`src/rtl/wb_writeback_stage_if.sv`:
```
// wb_writeback_stage_if
// Bundles the MEM-stage retire handshake and the data-memory read return
// consumed by the write-back stage.
//   master: MEM stage / data memory side (drives instruction + load data)
//   slave : write-back stage (drives in_ready)
interface wb_writeback_stage_if;
  logic        in_valid;
  logic        in_ready;
  logic        in_regwrite;
  logic        in_memtoreg;
  logic [4:0]  in_writereg;
  logic [31:0] in_aluresult;
  logic [2:0]  in_loadtype;
  logic        mem_rvalid;
  logic [31:0] mem_rdata;

  modport master (
    output in_valid, in_regwrite, in_memtoreg, in_writereg,
           in_aluresult, in_loadtype, mem_rvalid, mem_rdata,
    input  in_ready
  );

  modport slave (
    input  in_valid, in_regwrite, in_memtoreg, in_writereg,
           in_aluresult, in_loadtype, mem_rvalid, mem_rdata,
    output in_ready
  );
endinterface

```
`src/rtl/wb_writeback_stage.sv`:
```
// wb_writeback_stage
// Write-back stage of the MIPS pipeline and sole driver of the register-file
// write port. Accepts retired instructions from MEM, waits for load data when
// needed, aligns/extends sub-word loads (big-endian), suppresses writes to $0
// and misaligned loads, and presents each write for exactly one cycle.
// Ports:
//   clk, reset        : clock, synchronous active-high reset
//   bus (slave)       : MEM handshake + data-memory read return
//   RegWrite/writereg/writedata : register-file write port (registered)
//   fwd_valid/fwd_reg/fwd_data  : same-cycle bypass to ID (copies of above)
//   addr_err          : one-cycle pulse for a misaligned load
//   retired_count     : number of instructions retired (wraps)
module wb_writeback_stage (
  input  logic                        clk,
  input  logic                        reset,
  wb_writeback_stage_if.slave         bus,
  output logic                        RegWrite,
  output logic [4:0]                  writereg,
  output logic [31:0]                 writedata,
  output logic                        fwd_valid,
  output logic [4:0]                  fwd_reg,
  output logic [31:0]                 fwd_data,
  output logic                        addr_err,
  output logic [31:0]                 retired_count
);

  typedef enum logic [1:0] {
    ST_IDLE      = 2'd0,
    ST_WRITE     = 2'd1,
    ST_WAIT_LOAD = 2'd2
  } state_t;

  localparam logic [2:0] LT_LW  = 3'd0;
  localparam logic [2:0] LT_LB  = 3'd1;
  localparam logic [2:0] LT_LBU = 3'd2;
  localparam logic [2:0] LT_LH  = 3'd3;
  localparam logic [2:0] LT_LHU = 3'd4;

  // Bytes never misalign; halfwords need addr[0]=0; words (and the
  // undefined encodings, which act as LW) need addr[1:0]=0.
  function automatic logic load_misaligned(input logic [2:0] lt, input logic [1:0] a);
    logic m;
    case (lt)
      LT_LB, LT_LBU: m = 1'b0;
      LT_LH, LT_LHU: m = a[0];
      default:       m = (a != 2'b00);
    endcase
    return m;
  endfunction

  // Big-endian lane select: byte k sits at word[31-8k -: 8].
  function automatic logic [31:0] load_align(input logic [31:0] word, input logic [1:0] a,
                                             input logic [2:0] lt);
    logic [7:0]  b;
    logic [15:0] h;
    logic [31:0] r;
    case (a)
      2'd0:    b = word[31:24];
      2'd1:    b = word[23:16];
      2'd2:    b = word[15:8];
      default: b = word[7:0];
    endcase
    h = a[1] ? word[15:0] : word[31:16];
    case (lt)
      LT_LB:   r = {{24{b[7]}}, b};
      LT_LBU:  r = {24'd0, b};
      LT_LH:   r = {{16{h[15]}}, h};
      LT_LHU:  r = {16'd0, h};
      default: r = word;
    endcase
    return r;
  endfunction

  state_t      state_q, state_d;
  logic        regwrite_q, regwrite_d;
  logic [4:0]  writereg_q, writereg_d;
  logic [31:0] writedata_q, writedata_d;
  logic        addr_err_q, addr_err_d;
  logic [31:0] retired_q, retired_d;
  logic        pend_rw_q, pend_rw_d;
  logic [4:0]  pend_reg_q, pend_reg_d;
  logic [1:0]  pend_addr_q, pend_addr_d;
  logic [2:0]  pend_lt_q, pend_lt_d;

  logic in_ready_s;
  logic accept_s;
  logic mis_s;

  assign in_ready_s   = (state_q != ST_WAIT_LOAD);
  assign bus.in_ready = in_ready_s;
  assign accept_s     = bus.in_valid & in_ready_s;
  assign mis_s        = load_misaligned(pend_lt_q, pend_addr_q);

  // Next-state, write-port and pending-load computation.
  always_comb begin
    state_d     = state_q;
    regwrite_d  = 1'b0;
    addr_err_d  = 1'b0;
    writereg_d  = writereg_q;
    writedata_d = writedata_q;
    pend_rw_d   = pend_rw_q;
    pend_reg_d  = pend_reg_q;
    pend_addr_d = pend_addr_q;
    pend_lt_d   = pend_lt_q;

    // Every cycle spent in WRITE retires exactly one instruction.
    if (state_q == ST_WRITE) begin
      retired_d = retired_q + 32'd1;
    end else begin
      retired_d = retired_q;
    end

    case (state_q)
      ST_IDLE, ST_WRITE: begin
        if (accept_s) begin
          if (bus.in_memtoreg) begin
            pend_rw_d   = bus.in_regwrite;
            pend_reg_d  = bus.in_writereg;
            pend_addr_d = bus.in_aluresult[1:0];
            pend_lt_d   = bus.in_loadtype;
            state_d     = ST_WAIT_LOAD;
          end else begin
            regwrite_d  = bus.in_regwrite & (bus.in_writereg != 5'd0);
            writereg_d  = bus.in_writereg;
            writedata_d = bus.in_aluresult;
            state_d     = ST_WRITE;
          end
        end else begin
          state_d = ST_IDLE;
        end
      end
      ST_WAIT_LOAD: begin
        if (bus.mem_rvalid) begin
          regwrite_d  = pend_rw_q & (pend_reg_q != 5'd0) & ~mis_s;
          addr_err_d  = mis_s;
          writereg_d  = pend_reg_q;
          writedata_d = load_align(bus.mem_rdata, pend_addr_q, pend_lt_q);
          state_d     = ST_WRITE;
        end else begin
          state_d = ST_WAIT_LOAD;
        end
      end
      default: begin
        state_d = ST_IDLE;
      end
    endcase
  end

  // State and output registers; reset drops any pending load.
  always_ff @(posedge clk) begin
    if (reset) begin
      state_q     <= ST_IDLE;
      regwrite_q  <= 1'b0;
      writereg_q  <= 5'd0;
      writedata_q <= 32'd0;
      addr_err_q  <= 1'b0;
      retired_q   <= 32'd0;
      pend_rw_q   <= 1'b0;
      pend_reg_q  <= 5'd0;
      pend_addr_q <= 2'd0;
      pend_lt_q   <= 3'd0;
    end else begin
      state_q     <= state_d;
      regwrite_q  <= regwrite_d;
      writereg_q  <= writereg_d;
      writedata_q <= writedata_d;
      addr_err_q  <= addr_err_d;
      retired_q   <= retired_d;
      pend_rw_q   <= pend_rw_d;
      pend_reg_q  <= pend_reg_d;
      pend_addr_q <= pend_addr_d;
      pend_lt_q   <= pend_lt_d;
    end
  end

  assign RegWrite      = regwrite_q;
  assign writereg      = writereg_q;
  assign writedata     = writedata_q;
  assign addr_err      = addr_err_q;
  assign retired_count = retired_q;
  assign fwd_valid     = regwrite_q;
  assign fwd_reg       = writereg_q;
  assign fwd_data      = writedata_q;

endmodule

```
`src/flat_wrapper.sv`:
```
// flat-port wrapper written by rule: the top's interface ports become plain ports
module wb_writeback_stage_flat 
  (clk, reset, RegWrite, writereg, writedata, fwd_valid, fwd_reg, fwd_data, addr_err, retired_count, bus_in_valid, bus_in_regwrite, bus_in_memtoreg, bus_in_writereg, bus_in_aluresult, bus_in_loadtype, bus_mem_rvalid, bus_mem_rdata, bus_in_ready);
  wb_writeback_stage_if bus_i ();
  input  logic clk;
  input  logic reset;
  output logic RegWrite;
  output logic [4:0] writereg;
  output logic [31:0] writedata;
  output logic fwd_valid;
  output logic [4:0] fwd_reg;
  output logic [31:0] fwd_data;
  output logic addr_err;
  output logic [31:0] retired_count;
  input wire logic [$bits(bus_i.in_valid)-1:0] bus_in_valid;
  input wire logic [$bits(bus_i.in_regwrite)-1:0] bus_in_regwrite;
  input wire logic [$bits(bus_i.in_memtoreg)-1:0] bus_in_memtoreg;
  input wire logic [$bits(bus_i.in_writereg)-1:0] bus_in_writereg;
  input wire logic [$bits(bus_i.in_aluresult)-1:0] bus_in_aluresult;
  input wire logic [$bits(bus_i.in_loadtype)-1:0] bus_in_loadtype;
  input wire logic [$bits(bus_i.mem_rvalid)-1:0] bus_mem_rvalid;
  input wire logic [$bits(bus_i.mem_rdata)-1:0] bus_mem_rdata;
  output wire logic [$bits(bus_i.in_ready)-1:0] bus_in_ready;
  assign bus_i.in_valid = bus_in_valid;
  assign bus_i.in_regwrite = bus_in_regwrite;
  assign bus_i.in_memtoreg = bus_in_memtoreg;
  assign bus_i.in_writereg = bus_in_writereg;
  assign bus_i.in_aluresult = bus_in_aluresult;
  assign bus_i.in_loadtype = bus_in_loadtype;
  assign bus_i.mem_rvalid = bus_mem_rvalid;
  assign bus_i.mem_rdata = bus_mem_rdata;
  assign bus_in_ready = bus_i.in_ready;
  wb_writeback_stage u_core (.clk(clk), .reset(reset), .bus(bus_i), .RegWrite(RegWrite), .writereg(writereg), .writedata(writedata), .fwd_valid(fwd_valid), .fwd_reg(fwd_reg), .fwd_data(fwd_data), .addr_err(addr_err), .retired_count(retired_count));
endmodule
```
`config.mk`:
```
export PLATFORM = sky130hd
export DESIGN_NAME = wb_writeback_stage_flat
export DESIGN_NICKNAME = d
export VERILOG_FILES = /design/src/rtl/wb_writeback_stage_if.sv /design/src/rtl/wb_writeback_stage.sv /design/src/flat_wrapper.sv
export SDC_FILE = /design/constraint.sdc
export NUM_CORES = 1
export LEC_CHECK = 0
export BUFFER_PORTS_ARGS = -buffer_cell sky130_fd_sc_hd__buf_2
export CAP_MARGIN = 20
export CORE_MARGIN = 5
export CORE_UTILIZATION = 50
export CTS_BUF_LIST = sky130_fd_sc_hd__clkbuf_4 sky130_fd_sc_hd__clkbuf_8
export DETAILED_ROUTE_END_ITERATION = 16
export GPL_TIMING_DRIVEN = 0
export PLACE_DENSITY = 0.83
export SLEW_MARGIN = 0
export SYNTH_ARGS = -nofsm -noshare
export SYNTH_HDL_FRONTEND = slang
export SYNTH_SLANG_ARGS = --single-unit
```
`constraint.sdc`:
```
create_clock -name clk -period 3.2 [get_ports clk]
set_input_delay 0.64 -clock clk [delete_from_list [all_inputs] [get_ports clk]]
set_output_delay 0.64 -clock clk [all_outputs]
set_load 0.05 [all_outputs]
```
After elaboration in Yosys (flattened, before gate mapping)
Cells that the tools add are included.

word-level totals
  register bits after elaboration = 84
  bits in latches = 0
  bits in writable memories = 0
  ROM bits = 0
  bits of input ports = 78
  output and inout bits = 110
  logic and storage cells = 62
  memories = 0

cells by class
  $add $sub $neg = 1
  multipliers = 0
  divide/modulo/power cells = 0
  $lt $le $gt $ge = 0
  equality and inequality tests = 12
  shift operators = 0
  multiplexer cells = 20
  bitwise logic cells = 7
  reductions and logical operators = 12

operator list
  operator                                       count
  case mux 32 bit (4 select lines)               1
  two-way mux 32 bit                             3
  case mux 32 bit (2 select lines)               1
  adder 32 x 1 -> 32 bit, second input constant  1
  case mux 8 bit (3 select lines)                1
  two-way mux 16 bit                             1
  two-way mux 5 bit                              3
  case mux 5 bit (2 select lines)                1
  nonzero test 5 bit                             2
  == test 3 x 2 -> 1 bit, second input constant  2
  two-way mux 2 bit                              3
  != test 2 bit, second input constant           3
  OR reduction 2 bit                             3
  AND 1 bit                                      4
  == test 2 x 1 -> 1 bit, second input constant  2
  == test 2 bit, second input constant           2
  logical NOT 2 bit                              2
  case mux 1 bit (2 select lines)                2
  case mux 2 bit (2 select lines)                1
  AND reduction 4 bit                            1
  nonzero test 2 bit                             2
  == test 3 x 1 -> 1 bit, second input constant  1
  == test 3 bit, second input constant           1
  two-way mux 1 bit                              3
  other kinds (4)                                6

Logic depth before layout (Yosys ltp)
  depth in word-level cells = 7
  depth in mapped cells = 7
  depth with buffers taken out = 5

Worst setup path before layout
No wires, ideal clock.

  path type = register to register
  from = reg u_core.retired_q[0] (netlist: u_core.retired_count[0])
  to = reg u_core.retired_q[30] (netlist: u_core.retired_count[30])
  library setup time = 70 ps
  arrival = 2233 ps
  required time = 3130 ps
  setup slack = 896 ps
  stages on the path, launching flop included = 7
  buffers on the path = 1
  period minus slack after synthesis = 2304 ps
  cells stage by stage = dfxtp_1 -> ha_1 -> nand4b_4 -> or3_4 -> buf_6 -> or4_1 -> a21oi_1

between the ends
  word-level cells in the longest chain between the ends = 1

ends and longest elaborated chain
  what                      line                       source
  start: declaration        wb_writeback_stage.sv:79   logic [31:0] retired_q, retired_d;
  start signal: assignment  wb_writeback_stage.sv:168  retired_q <= retired_d;
  adder 32 x 1 -> 32 bit    wb_writeback_stage.sv:108  retired_d = retired_q + 32'd1;

No other way between the ends.
A chain may end at the register's enable or synchronous reset.

Final worst setup path
  from = reg u_core.state_q[1]
  to = out bus_in_ready

between the ends
  word-level cells in the longest chain between the ends = 1

ends and longest elaborated chain
  what                      line                       source
  start: declaration        wb_writeback_stage.sv:74   state_t state_q, state_d;
  start signal: assignment  wb_writeback_stage.sv:163  state_q <= state_d;
  != test 2 bit             wb_writeback_stage.sv:89   assign in_ready_s = (state_q != ST_WAIT_LOAD);
  end: declaration          flat_wrapper.sv:23         output wire logic [$bits(bus_i.in_ready)-1:0] bus_in_ready;

No other way between the ends.

==> results.py <==
metrics = {
    "layout": {
        "final_net_count": 883,
        "final_cell_area_um2": 6260,
        "num_antenna_cells": 0,
        "finalNonFillerCells": 942,
        "drive_above_1_share": 0.347,
        "synthToLayoutAreaGrowth_pct": 25.7,
    },
    "critical_path": {
        "reg2reg_slack_ns": 0.83,
        "critPathLaunch": "u_core.state_q[1]",
        "start_kind": "register",
        "worst_ep_arrival_time_ns": 1.85,
        "critPathMaxFanout": 10,
        "rr_worst_depth": 6,
        "end_kind": "output pin",
        "required_ns": 2.56,
        "critPathKind": "reg2out",
        "reg2reg_to": "u_core.fwd_data[0]",
        "timing.rr.start": "u_core.pend_addr_q[1]",
    },
    "drt": {
        "ant_nets": 0,
        "dr.pass1.iters": 5,
        "vias": 5523,
        "drc_errors": 0,
        "dr.first_iter.drc_count": 497,
        "drt-vias-per-instance": 5.86,
        "wl_per_cell_um": 17.7,
        "wirelength_um": 16600,
    },
    "global_routing": {
        "grt_pass1_wl_um": 25600,
        "grt_max_degree": 15,
        "use_met3": 0.0681,
        "grt_busiest_layer": "met2",
        "grt_pass1_vias": 5386,
        "overflow": 0,
        "globalRouteMet2Util": 0.468,
        "use_met1": 0.315,
        "antenna_found_initial": 0,
        "grtUsageTotal": 0.269,
    },
    "sta": {
        "finClkSkew_ns": 0.0107,
        "final.period_utilization": 0.778,
        "max_slew_margin": 0.392,
        "fin_crit_ns": 2.49,
        "worst_pin_slew_ns": 0.907,
        "fin_tns_setup_ns": 0,
        "setup_viol": 0,
        "setup_slack_ns": 0.710,
        "hold_violations": 0,
        "rsz0062_at_grt": "no",
        "max_freq_mhz": 402,
        "report.final.slew_viol_count": 0,
    },
    "power_and_ir_drop": {
        "swShare": 0.368,
        "power.total_uw": 2580,
        "p_per_area_nw_per_um2": 412,
        "peakVddDrop_mv": 0.246,
        "seqPwrFrac": 0.439,
        "net-switching-power_uw": 949,
        "pwr-share-clk": 0.276,
        "p_leak_uw": 0.00286,
        "combPwrFrac": 0.286,
        "internal-power_uw": 1630,
    },
    "placement": {
        "routabilityCongestion": 0.926,
        "dp_slack_ns": 0.686,
        "placed_cells": 926,
        "port_buffers": 186,
        "post_dp_cell_area_um2": 6080,
        "dp.final_hpwl_um": 13200,
    },
    "floorplanning": {
        "core_area_um2": 9730,
        "start_util": 0.512,
        "ios": 188,
        "die_w_um": 110,
        "die-area_um2": 12100,
        "rows": 36,
        "die_h_um": 110,
    },
    "clock_tree": {
        "path_clk_slew_ns": 0.09,
        "clock_sinks": 84,
        "clkLatencyLatePin_ns": 0.36,
        "cts_resized": 0,
        "cts_tree": "built",
        "numCtsBuffers": 9,
        "cts_root_buf": "clkbuf_8",
        "cts_max_level": 3,
        "cts_hold_buf": 0,
        "cts.path.max_buffers": 2,
        "post_cts_buffers": 0,
    },
    "logic_synthesis": {
        "synth_compound_area_frac": 0.260,
        "synth.cell_area_um2": 4980,
        "ys.flop_type": "dfxtp_1",
        "yosys_warnings": 0,
        "synthTopCellsByCount": "dfxtp_1 (84), o21ai_0 (80), nand2_1 (48)",
        "post-synth-top-area-cell": "dfxtp_1",
        "synth_top_area_frac": 0.338,
        "syn_inst": 607,
        "synth_cell_type_count": 61,
        "synthMuxAreaShare": 0.0540,
        "synth_top_family_by_area": "compound AO/OA/AOI/OAI gates",
        "synthAdderAreaFrac": 0.00251,
        "async_flop_share": 0,
        "synthSimpleGateAreaFrac": 0.216,
        "synth_area_leaders": "dfxtp_1 (34%), o21ai_0 (8.0%), buf_4 (5.9%), mux2i_1 (3.8%), nand2_1 (3.6%)",
        "synth_xor_xnor_area_share": 0.0194,
        "synth.most_common_cell": "dfxtp_1",
        "synth_edf_count": 0,
        "ys_seq_area_frac": 0.338,
        "ys_ff_latch": 84,
        "syn_nets": 686,
        "synth_area_per_cell_um2": 8.20,
    },
    "min_path": {
        "hp-class": "reg2reg",
        "worstHoldPathCells": 2,
        "whs_endpoint": "u_core.fwd_data[18]",
        "hp-start": "u_core.fwd_data[18]",
    },
    "outcome": {
        "run_status": "finished, final reports clean",
    },
    "run": {
        "max_cap_viol_count": 0,
    },
}
-- stage by stage --
stage / util / hold slack [ns]
6_report: 0.643 / 0.480
5_1_grt: 0.643 / 0.512
4_1_cts: 0.643 / 0.484
3_5_place_dp: 0.624 / 0.470
3_3_place_gp: 0.624 / 0.457
2_1_floorplan: - / 0.463
-- kinds of logic after synthesis --
| logic type | Yosys count |
|---|---|
| xor+xnor | 11 |
| simple gates | 186 |
| buf+inv | 101 |
| mux | 25 |
| flops | 84 |
| fa+ha+maj | 1 |
| compound gates | 199 |
-- cells in the final DEF, fill, tap and decap left out, drive strengths merged, types with 9 or more instances in the layout --
cell      n
nor3b     9
clkbuf   43
o31ai    14
nand2    48
inv      10
or4      15
mux2i    19
o21ai    80
dfxtp    84
buf     245
a21oi    31
o211a    16
nor2     35
nand3     9
nand4b    9
o211ai   11
nand4    12
-- worst max-delay path by stage --
stage | cells past startpoint | endpoint
after floorplan | 6 | u_core.retired_count[30]
after global placement | 7 | u_core.fwd_data[1]
after detailed placement | 7 | u_core.fwd_data[0]
after CTS | 5 | bus_in_ready
after global routing | 5 | bus_in_ready
final | 5 | bus_in_ready
-- layer usage --
layer | wire (um) | vias up | share of wire
met1 | 6420 | 2549 | 0.39
li1 | - | 2624 | -
met5 | 0 | - | 0
met4 | 552 | 0 | 0.033
met3 | 1580 | 54 | 0.095
met2 | 8100 | 296 | 0.49
-- area by class of cell --
| cell class | instances | area (um^2) |
|---|---|---|
| fill | 884 | 3470 |
| multi-input combinational | 422 | 2750 |
| sequential | 84 | 1680 |
| timing repair buffer | 186 | 931 |
| buffer | 91 | 512 |
| tap | 133 | 166 |
| clock buffer | 11 | 145 |
| inverter | 10 | 37.5 |
| clock inverter | 5 | 36.3 |
-- worst max-delay path, cell delays in order, from the launching register on --
cell      delay (ns)
dfxtp_1         0.36
buf_2           0.20
and2b_2         0.15
buf_2           0.18
clkinv_1        0.28
buf_2           0.31
-- power by group through the flow --
stage | sequential, uW | combinational (uW) | clock (uW)
final | 1130 | 736 | 711
after global routing | 1140 | 776 | 761
after CTS | 1130 | 731 | 721
after detailed placement | 1150 | 729 | 0
after global placement | 1150 | 718 | 0
after floorplan | 1280 | 394 | 0
(Power assumes the default switching activity.)
